===== config.mk =====
export PLATFORM = sky130hd
export DESIGN_NAME = fetch_unit
export DESIGN_NICKNAME = d
export VERILOG_FILES = /design/src/rtl/fetch_unit.sv
export SDC_FILE = /design/constraint.sdc
export NUM_CORES = 1
export LEC_CHECK = 0
export ABC_AREA = 1
export CORE_MARGIN = 1
export CORE_UTILIZATION = 45
export DETAILED_ROUTE_END_ITERATION = 7
export GPL_TIMING_DRIVEN = 0
export PLACE_DENSITY = 0.8
export SYNTH_ARGS = -nofsm -noshare
export SYNTH_HDL_FRONTEND = slang
export SYNTH_SLANG_ARGS = --single-unit

===== constraint.sdc =====
create_clock -name Clk -period 2.1 [get_ports Clk]
set_input_delay 0.42 -clock Clk [delete_from_list [all_inputs] [get_ports Clk]]
set_output_delay 0.42 -clock Clk [all_outputs]
set_load 0.05 [all_outputs]

===== src/rtl/fetch_unit.sv =====
// fetch_unit: instruction fetch stage.
// Owns the program counter, addresses the combinational instruction ROM,
// and registers the returned word (plus its address) for decode.
// Sequencing: IDLE -> RUN on Start, RUN -> DONE on Halt, DONE -> RUN on Start.
// In RUN the per-cycle priority is Halt > JumpEn > BranchEn > Stall > fetch.
// Optional feature macro: FETCH_CYCLE_COUNT_EN enables the RUN-cycle counter
// on CycleCount; without it CycleCount is tied to zero.
module fetch_unit #(
  parameter int             A          = 10,
  parameter int             W          = 9,
  parameter int             OFS        = 6,
  parameter logic [A-1:0]   START_ADDR = '0
) (
  input  logic             Clk,
  input  logic             Reset_n,
  input  logic             Start,
  input  logic             Stall,
  input  logic             Halt,
  input  logic             JumpEn,
  input  logic [A-1:0]     JumpAddr,
  input  logic             BranchEn,
  input  logic [OFS-1:0]   BranchOfs,
  input  logic [W-1:0]     InstIn,
  output logic [A-1:0]     InstAddress,
  output logic [W-1:0]     Ir,
  output logic [A-1:0]     IrPc,
  output logic             IrValid,
  output logic             Running,
  output logic             Done,
  output logic             AddrWrap,
  output logic [15:0]      CycleCount
);

  typedef enum logic [1:0] {
    S_IDLE = 2'd0,
    S_RUN  = 2'd1,
    S_DONE = 2'd2
  } state_t;

  state_t         state;
  state_t         state_next;

  // Per-cycle actions decoded from state and inputs; at most one is high.
  logic           start_take;
  logic           halt_take;
  logic           jump_take;
  logic           branch_take;
  logic           fetch_take;

  logic [A-1:0]   pc;
  logic [A-1:0]   pc_next;
  logic [A-1:0]   pc_inc;
  logic [A-1:0]   ofs_ext;
  logic [A-1:0]   branch_target;
  logic           wrap_now;

  logic [W-1:0]   ir;
  logic [A-1:0]   ir_pc;
  logic           ir_valid;
  logic           addr_wrap;

  // State register.
  // NOTE: sequential blocks use non-blocking (<=) so every flop samples the
  // pre-edge value of every other flop, regardless of block ordering.
  always_ff @(posedge Clk or negedge Reset_n) begin
    if (!Reset_n) begin
      state <= S_IDLE;
    end else begin
      state <= state_next;
    end
  end

  // Next state and action decode, in RUN-priority order.
  // NOTE: every variable gets a default before the case so no path leaves it
  // unassigned, which would otherwise infer a latch.
  always_comb begin
    state_next  = state;
    start_take  = 1'b0;
    halt_take   = 1'b0;
    jump_take   = 1'b0;
    branch_take = 1'b0;
    fetch_take  = 1'b0;
    unique case (state)
      S_IDLE, S_DONE: begin
        if (Start) begin
          state_next = S_RUN;
          start_take = 1'b1;
        end
      end
      S_RUN: begin
        if (Halt) begin
          state_next = S_DONE;
          halt_take  = 1'b1;
        end else if (JumpEn) begin
          jump_take = 1'b1;
        end else if (BranchEn) begin
          branch_take = 1'b1;
        end else if (!Stall) begin
          fetch_take = 1'b1;
        end
      end
      default: begin
        state_next = S_IDLE;
      end
    endcase
  end

  // Address arithmetic: sequential increment and PC-relative branch target,
  // both naturally modulo 2^A by truncation.
  always_comb begin
    pc_inc        = pc + A'(1);
    ofs_ext       = A'($signed(BranchOfs));
    branch_target = ir_pc + ofs_ext;
    wrap_now      = fetch_take && (pc == '1);
  end

  // Next PC selection; redirects take precedence over sequential fetch.
  always_comb begin
    pc_next = pc;
    if (start_take) begin
      pc_next = START_ADDR;
    end else if (jump_take) begin
      pc_next = JumpAddr;
    end else if (branch_take) begin
      pc_next = branch_target;
    end else if (fetch_take) begin
      pc_next = pc_inc;
    end
  end

  // Program counter register.
  always_ff @(posedge Clk or negedge Reset_n) begin
    if (!Reset_n) begin
      pc <= START_ADDR;
    end else begin
      pc <= pc_next;
    end
  end

  // Instruction register and its fetch address; only a plain fetch loads them.
  always_ff @(posedge Clk or negedge Reset_n) begin
    if (!Reset_n) begin
      ir    <= '0;
      ir_pc <= '0;
    end else if (fetch_take) begin
      ir    <= InstIn;
      ir_pc <= pc;
    end
  end

  // Valid flag: set by a fetch, cleared by start, halt and any redirect
  // (the redirect bubble), held across stalls and outside RUN.
  always_ff @(posedge Clk or negedge Reset_n) begin
    if (!Reset_n) begin
      ir_valid <= 1'b0;
    end else if (fetch_take) begin
      ir_valid <= 1'b1;
    end else if (start_take || halt_take || jump_take || branch_take) begin
      ir_valid <= 1'b0;
    end
  end

  // Sticky wrap flag: set when sequential fetch rolls 2^A-1 over to 0.
  always_ff @(posedge Clk or negedge Reset_n) begin
    if (!Reset_n) begin
      addr_wrap <= 1'b0;
    end else if (start_take) begin
      addr_wrap <= 1'b0;
    end else if (wrap_now) begin
      addr_wrap <= 1'b1;
    end
  end

`ifdef FETCH_CYCLE_COUNT_EN
  logic [15:0] cycle_cnt;

  // RUN-cycle counter: counts every RUN edge including stalls and the halt
  // edge itself, saturates at all-ones, cleared by Start, frozen otherwise.
  always_ff @(posedge Clk or negedge Reset_n) begin
    if (!Reset_n) begin
      cycle_cnt <= '0;
    end else if (start_take) begin
      cycle_cnt <= '0;
    end else if ((state == S_RUN) && (cycle_cnt != 16'hFFFF)) begin
      cycle_cnt <= cycle_cnt + 16'd1;
    end
  end

  assign CycleCount = cycle_cnt;
`else
  assign CycleCount = 16'd0;
`endif

  assign InstAddress = pc;
  assign Ir          = ir;
  assign IrPc        = ir_pc;
  assign IrValid     = ir_valid;
  assign AddrWrap    = addr_wrap;
  assign Running     = (state == S_RUN);
  assign Done        = (state == S_DONE);

endmodule


# Word level (Yosys, flattened, before mapping)

Index checks and enable logic that the tools add are counted.

Bits in registers: 33
Bits of input ports: 32
Output and inout bits: 49
Logic and storage cells: 50

$add $sub $neg: 2
Equal/unequal tests: 5
Mux-type cells: 27
Reductions and logical operators: 10

Operators by type and width:

| cell                                          | number |
|---|---|
| 2-to-1 mux 10 bit                             | 4 |
| 2-to-1 mux 1 bit                              | 20 |
| adder 10 x 1 -> 10 bit, second input constant | 1 |
| adder 10 bit                                  | 1 |
| == test 10 bit, second input constant         | 1 |
| 2-to-1 mux 2 bit                              | 2 |
| inequality test 2 bit, second input constant  | 2 |
| case mux 2 bit (2 select lines)               | 1 |
| nonzero test 2 bit                            | 2 |
| nonzero test 4 bit                            | 1 |
| logical OR 1 bit                              | 3 |
| == test 2 x 1 -> 1 bit, second input constant | 1 |
| == test 2 bit, second input constant          | 1 |
| logical NOT 2 bit                             | 1 |
| AND reduction 2 bit                           | 1 |
| OR reduction 2 bit                            | 1 |
| logical AND 1 bit                             | 1 |

# Logic depth before layout (Yosys ltp)

Gate-level depths: netlist of run 1.

Depth after elaboration: 9
Gate-level depth with buffers: 14
Gate-level depth less buffers: 14

# Least setup slack after synthesis of run 1

No wires, ideal clock.

Path kind: reg2reg
Start: reg ir_pc[0] (netlist: IrPc[0])
End: reg pc[6] (netlist: InstAddress[6])
Library setup time: 0.066 ns
Arrival time: 2.062 ns
Data required time: 2.034 ns
Path slack: -0.028 ns
Cell stages (with the launch flop): 13
Period minus slack after synthesis: 2.128 ns
Path through: dfrtp_1 > ha_1 > inv_1 > fa_1 > nand3b_1 > nand2_1 > nand2_1 > a21o_1 > nand3_1 > nand2_1 > nand2_1 > nand2_1 > nand2_1

Cells in the longest elaborated chain, start to end: 4

Ends and longest elaborated chain:

| what                   | line | source |
|---|---|---|
| start, declared        | 58   | `logic [A-1:0] ir_pc;` |
| start signal, assigned | 147  | `ir_pc <= pc;` |
| adder 10 bit           | 113  | `branch_target = ir_pc + ofs_ext;` |
| 2-to-1 mux 10 bit      | 124  | `end else if (branch_take) begin` |
| 2-to-1 mux 10 bit      | 122  | `end else if (jump_take) begin` |
| 2-to-1 mux 10 bit      | 120  | `if (start_take) begin` |
| end signal, assigned   | 136  | `pc <= pc_next;` |
| end, declared          | 50   | `logic [A-1:0] pc;` |

Every way passes these cells.
A chain may end at the register's enable or synchronous reset.

# Final worst setup path of run 1

Start: reg pc[2] (netlist: InstAddress[2])
End: out InstAddress[2]

RTL lines:

| what          | line | source |
|---|---|---|
| end, declared | 24   | `output logic [A-1:0] InstAddress,` |

No word-level cell between the ends.

==> run summary, run 1 <==
Syn Area/Cell - 7.13 sq um
Max Buffers Root-to-Sink - 2
number of I/O port buffers - 64
Post-Syn Area - 2270 sq um
DR iter-0 viols - 87
Logic pwr share - 0.522
Total Routing Usage GR - 0.228
Antenna Violating Nets Remaining - 0
sw frac - 0.468
first-pass GRT wire length - 9.43 mm
Leak - 1.65 nW
warnings from Yosys - 0
NetSw - 0.00139 W
worst slew pin tran - 0.751 ns
Crit path max-delay family - buffers and inverters
vias in the first global route - 2142
gpl congestion - 0.841
top layer in use - met4
proportion of layout cells with a drive suffix above 1 - 0.114
routed wl met3 - 446 um
hold_buf cts - 0
grt total ovfl - 0
DP HPWL - 4.21 mm
vias - 2243
TNS Setup - 0 ns
internal power - 0.00158 W
Final setup viols - 0
met2 wire len - 2.64 mm
Final #Nets - 447
Setup crit end kind - output pin
Clock Latency Late Sink - 0.28 ns
Die ar. - 5330 sq um
unrepaired setup endpoints after global routing - false
total CTS buffers - 5
status - finished clean
routed len/inst - 11.9 um
P per Cell Area - 934 nW/um^2
DIE WIDTH - 73 um
Min-Delay Path Class - in2async
Synth top area share - 0.364
row cnt - 25
Util after Layout - 0.664
Via density - 4.76
cell count after synthesis - 318
CTS tree - yes
design area - 3180 sq um
MaxCap Viol Count - 0
Critical Path RT - 1.68 ns
Root Buffer - clkbuf_8
Cell Area, Placed - 3050 sq um
#FFs+latches synth - 33
CP bufs+invs - 1
largest net degree at the start of global routing - 34
area leader, netlist - dfrtp_1
CP cell instances - clkdlybuf4s50_1
Residual DRC - 0
Slew HR - 0.499
critical path arrival - 1.61 ns
Clk pwr share - 0.164
ys async rst share - 1.00
Clk pin slew, worst setup/hold paths - 0.07 ns
Final Max Tran Viols - 0
ranking of synthesized cells by area - dfrtp_1 36%, nand2_1 19%, ha_1 5.5%
Synth cell types - 34
peak supply drop - 0.709 mV
register area share after synthesis - 0.364
Setup CP Type - reg2out
number of synthesized flops with an enable pin - 0
slowest cell on the critical path - clkdlybuf4s50_1
Diodes inserted - 0
Core Area - 4790 sq um
# H-tree levels - 2
antenna violations before repair - 0
worst-path fanout max - 6
maximum clock frequency - 493 MHz
Clock Skew - 0.00536 ns
final period utilization - 0.967
Top FF cell, synth - dfrtp_1
I/O Pins - 81
Seq pwr share - 0.314
die span in y - 73 um
First-pass DRT Iterations - 4
Starting Density - 0.474
routed wire length - 5.59 mm
Period minus WS final - 2.03 ns
Met1 Routed Length - 2.47 mm
critical path startpoint category - flip-flop
clk sinks - 33
Final Hold Viols - 0
largest stage delay on the critical path - 0.86 ns
area growth from synthesis to layout - 40.1%
## power by group through the flow
stage / clock network [W] / logic, W / registers, W
2_1_floorplan: 0 / 0.000570 / 0.00139
3_3_place_gp: 0 / 0.00152 / 0.000928
3_5_place_dp: 0 / 0.00154 / 0.000928
4_1_cts: 0.000494 / 0.00155 / 0.000928
5_1_grt: 0.000524 / 0.00167 / 0.000954
6_report: 0.000487 / 0.00155 / 0.000932
## cells by family (layout without fill, tap and decap cells)
| family | after synthesis | after routing | share of synthesized area |
|---|---|---|---|
| AO/OA/AOI/OAI | 35 | 35 | 0.0888 |
| XOR/XNOR | 8 | 8 | 0.0309 |
| adder cells (fa/ha/maj) | 11 | 11 | 0.0640 |
| buffers and inverters | 51 | 122 | 0.115 |
| flip-flops | 33 | 33 | 0.364 |
| other | 1 | 16 | 0.00165 |
| AND/OR/NAND/NOR | 179 | 179 | 0.335 |
## cell usage after synthesis (2+ instances only)
| library cell | n |
|---|---|
| nand2_1 | 117 |
| dfrtp_1 | 33 |
| nor2_1 | 28 |
| inv_1 | 25 |
| buf_4 | 16 |
| nand3_1 | 15 |
| o21ai_0 | 14 |
| ha_1 | 10 |
| a21oi_1 | 7 |
| nor3_1 | 6 |
| o21ai_1 | 6 |
| xor2_1 | 5 |
| inv_2 | 4 |
| nand3b_1 | 4 |
| nand2_2 | 3 |
| xnor2_1 | 3 |
| buf_2 | 2 |
| clkbuf_1 | 2 |
| nand4_1 | 2 |
| nor3_4 | 2 |
## path summary, 6_finish.rpt
check / start / end / slack [ns] / cells after the start
worst max register to register: IrPc[0]$_DFFE_PN0P_ / InstAddress[8]$_DFFE_PN0P_ / 0.22 / 12
min in group Clk: Ir[3]$_DFFE_PN0P_ / Ir[3]$_DFFE_PN0P_ / 0.49 / 2
max in group asynchronous: Reset_n / IrPc[0]$_DFFE_PN0P_ / 1.38 / 1
worst max-delay path: InstAddress[2]$_DFFE_PN0P_ / InstAddress[2] / 0.07 / 1
worst min-delay path: Reset_n / state[1]$_DFFE_PN0P_ / 0.20 / 1
worst min register to register: Ir[3]$_DFFE_PN0P_ / Ir[3]$_DFFE_PN0P_ / 0.49 / 2
## state kept, by name, indices dropped and copies added (netlist names)
signal,count
IrPc,10
InstAddress,10
Ir,9
AddrWrap,1
IrValid,1
state,2
## through the flow
stage	instances	hold slack [ns]	total power [W]	setup WS, ns
final	471	0.201	0.00297	0.0702
after global routing	471	0.262	0.00314	0.0246
after CTS	471	0.224	0.00297	0.00424
after detailed placement	464	0.465	0.00246	-0.473
after global placement	464	0.464	0.00244	-0.393
after floorplan	333	0.124	0.00196	0.125
## layer usage
layer | up-vias | GRT usage
li1 | 1148 | -
met1 | 1006 | 0.297
met2 | 85 | 0.369
met3 | 4 | 0.0732
met4 | 0 | 0.0523
met5 | - | 0
## repair_timing
item	CTS	global route
pin swaps	2	1
resized for setup	5	8
gates cloned	0	0
setup buffers	0	0
setup endpoints to repair	4	5
## cells in the final DEF, fill, tap and decap left out, types with 2 or more instances in the layout
master and instances:
dlymetal6s2s_1 5, nand3_1 15, nand4_1 2, o21ai_0 14, clkbuf_8 6, nand3b_1 4
a21oi_1 7, buf_2 3, clkdlybuf4s50_1 57, ha_4 2, xor2_1 5, inv_2 4
buf_4 16, nor3_4 2, dfrtp_1 32, nand2_2 6, o21ai_1 6, conb_1 16
clkbuf_1 3, nor2_1 28, nand2_1 114, nor3_1 6, xnor2_1 3, ha_1 8
inv_1 25
## final cells by class
cell class,count,area (sq um)
fillers,412,1610
multi-input cells,249,1270
flip-flops and latches,33,827
repair buffers,64,647
plain buffers,22,153
inverters,29,109
clock buffers,7,86.3
well taps,67,83.8
No activity file was read; power rests on OpenSTA's default activity.
==> inputs of run 2 (changes only) <==
--- a/config.mk
+++ b/config.mk
@@ -6,7 +6,7 @@
 export NUM_CORES = 1
 export LEC_CHECK = 0
 export ABC_AREA = 1
-export CORE_MARGIN = 1
+export CORE_MARGIN = 3
 export CORE_UTILIZATION = 45
 export DETAILED_ROUTE_END_ITERATION = 7
 export GPL_TIMING_DRIVEN = 0
==> run 2 against run 1 <==
Clock power up 12%. Sequential cell count stayed put. Count of clock-buffer cells in the layout stayed put. Hold slack lost 0.017 ns. Via count rose by 3.1%. Combinational power is essentially flat. Critical path depth stayed put. Clock skew is 0.0013 ns higher. Final cell count rose by 0.64%. Global-route usage fell by 2.1 points. Register-to-register slack is essentially flat. Non-clock buffer count up 2. Critical path type unchanged. Critical endpoint is now InstAddress[5]. Highest routed layer unchanged.
==> run summary, run 2 (synthesis gave the netlist of run 1 again) <==
I/O Pins - 81 (unchanged)
Crit path max-delay family - buffers and inverters
r2r endpoint - InstAddress[6]$_DFFE_PN0P_
worst slew pin tran - 0.738 ns (-0.0135 ns)
hold_buf cts - 0 (unchanged)
vias in the first global route - 2311 (+7.9%)
DIE WIDTH - 77 um (+5.5%)
r2r setup slk - 0.21 ns (about the same)
critical path startpoint category - flip-flop
Critical Path RT - 1.68 ns (about the same)
final period utilization - 0.967 (about the same)
fin cells - 474 (+0.64%)
fillers - 426 (+3.4%)
die span in y - 77 um (+5.5%)
Residual DRC - 0 (unchanged)
number of I/O port buffers - 64 (unchanged)
Clk pin slew, worst setup/hold paths - 0.07 ns (about the same)
Setup CP Type - reg2out
Min-Delay Path Class - in2async
Starting Density - 0.474 (unchanged)
critical path arrival - 1.61 ns (about the same)
Root Buffer - clkbuf_8
Period minus WS final - 2.03 ns (+0.000948 ns)
Slew HR - 0.508 (+0.00903)
row cnt - 25 (unchanged)
CP cell instances - clkdlybuf4s50_1
vias - 2312 (+3.1%)
routed len/inst - 12.6 um (+5.8%)
area growth from synthesis to layout - 42.3%
Total Routing Usage GR - 0.207 (-0.0208)
DR iter-0 viols - 80 (-8.0%)
most common cell after layout, fill and taps aside - nand2_1
Final Hold Viols - 0 (unchanged)
total CTS buffers - 5 (unchanged)
Final setup viols - 0 (unchanged)
Diodes inserted - 0 (unchanged)
gpl congestion - 0.808 (-3.9%)
# H-tree levels - 2 (unchanged)
largest net degree at the start of global routing - 34 (unchanged)
clk sinks - 33 (unchanged)
Die ar. - 5930 sq um (+11%)
Leak - 1.67 nW (+1.1%)
DP HPWL - 4.50 mm (+6.9%)
Clock Latency Late Sink - 0.30 ns (+0.02 ns)
# placed instances - 464 (unchanged)
Overall Power - 0.00305 W (+2.7%)
worst-path fanout max - 7 (+1)
proportion of layout cells with a drive suffix above 1 - 0.138 (+0.0237)
Multi-input gate area - 1290 sq um (+1.8%)
Reg-to-Reg Start - IrPc[0]$_DFFE_PN0P_
Setup crit end kind - output pin
MaxCap Viol Count - 0 (unchanged)
most frequent cells in the layout - 114 x nand2_1, 58 x clkdlybuf4s50_1, 32 x dfrtp_1, 28 x nor2_1, 24 x inv_1
CTS tree - yes
Final #Nets - 449 (+0.45%)
TNS Setup - 0 ns (unchanged)
status - finished clean
peak supply drop - 0.892 mV (+26%)
grt total ovfl - 0 (unchanged)
routed wire length - 5.95 mm (+6.5%)
Core Area - 4790 sq um (unchanged)
Via density - 4.88 (+2.4%)
CP bufs+invs - 1 (unchanged)
Antenna Violating Nets Remaining - 0 (unchanged)
Clock Skew - 0.00664 ns (+0.00128 ns)
unrepaired setup endpoints after global routing - false
P per Cell Area - 944 nW/um^2 (+1.1%)
Final Max Tran Viols - 0 (unchanged)
First-pass DRT Iterations - 4 (unchanged)
Max Buffers Root-to-Sink - 2 (unchanged)
R2R depth - 12 (unchanged)
slowest cell on the critical path - clkdlybuf4s50_1
largest stage delay on the critical path - 0.86 ns (about the same)
Register Area - 827 sq um (unchanged)
maximum clock frequency - 492 MHz (about the same)
first-pass GRT wire length - 9.99 mm (+6.0%)
antenna violations before repair - 0 (unchanged)
==> run 2: cell type report <==
type,instances,area share
multi-input combinational,249,0.401
sequential,33,0.256
timing repair buffer,66,0.204
buffer,22,0.0473
inverter,29,0.0337
clock buffer,7,0.0298
tap,67,0.0260
clock inverter,1,0.00155
==> run 2: worst register-to-register path, cell delays in order (launching register included) <==
cell and delay (ns):
dfrtp_2 0.39, ha_2 0.21, inv_2 0.05, fa_2 0.36
nand3b_1 0.18, nand2_2 0.11, nand2_2 0.08, a21o_1 0.16
nand3_2 0.08, nand2_2 0.05, nand2_1 0.05, nand2_1 0.05
nand2_1 0.06
==> run 2: what timing repair did <==
| action | CTS | global route |
|---|---|---|
| buffers inserted | 1 | 1 |
| gates resized for setup | 4 | 13 |
| pin swaps | 0 | 9 |
| endpoints found under the setup margin | 3 | 6 |
==> run 2: worst max-delay path by stage <==
| stage | from | endpoint | slack (ns) | cells after the start |
|---|---|---|---|---|
| after floorplan | IrPc[0]$_DFFE_PN0P_ | InstAddress[6]$_DFFE_PN0P_ | 0.12 | 12 |
| after global placement | BranchOfs[0] | InstAddress[8]$_DFFE_PN0P_ | -0.40 | 13 |
| after detailed placement | BranchOfs[0] | InstAddress[8]$_DFFE_PN0P_ | -0.46 | 13 |
| after CTS | state[1]$_DFFE_PN0P_ | Done | 0.01 | 3 |
| after global routing | BranchOfs[4] | InstAddress[7]$_DFFE_PN0P_ | 0.008 | 14 |
| final | InstAddress[5]$_DFFE_PN0P_ | InstAddress[5] | 0.07 | 1 |
==> run 2: power by group <==
group          leakage [nW]  internal [W]  switching (W)
registers             0.441      0.000782       0.000144
logic                  1.18      0.000549        0.00103
clock network        0.0542      0.000296       0.000247
==> run 2: per-stage QoR <==
step | util | instance area, sq um | setup WS, ns | hold slack [ns]
floorplan | - | 2330 | 0.125 | 0.124
global placement | 0.637 | 3050 | -0.396 | 0.461
detailed placement | 0.636 | 3050 | -0.458 | 0.473
CTS | 0.660 | 3160 | 0.0117 | 0.221
global route | 0.675 | 3230 | 0.00836 | 0.237
finish | 0.675 | 3230 | 0.0692 | 0.184
==> run 2: metal layers <==
metal / vias up / routed length (um) / global-route usage
met1: 1040 / 2430 / 0.235
met4: 0 / 95 / 0.0569
li1: 1159 / - / -
met3: 10 / 591 / 0.0728
met5: - / 0 / 0
met2: 103 / 2830 / 0.368
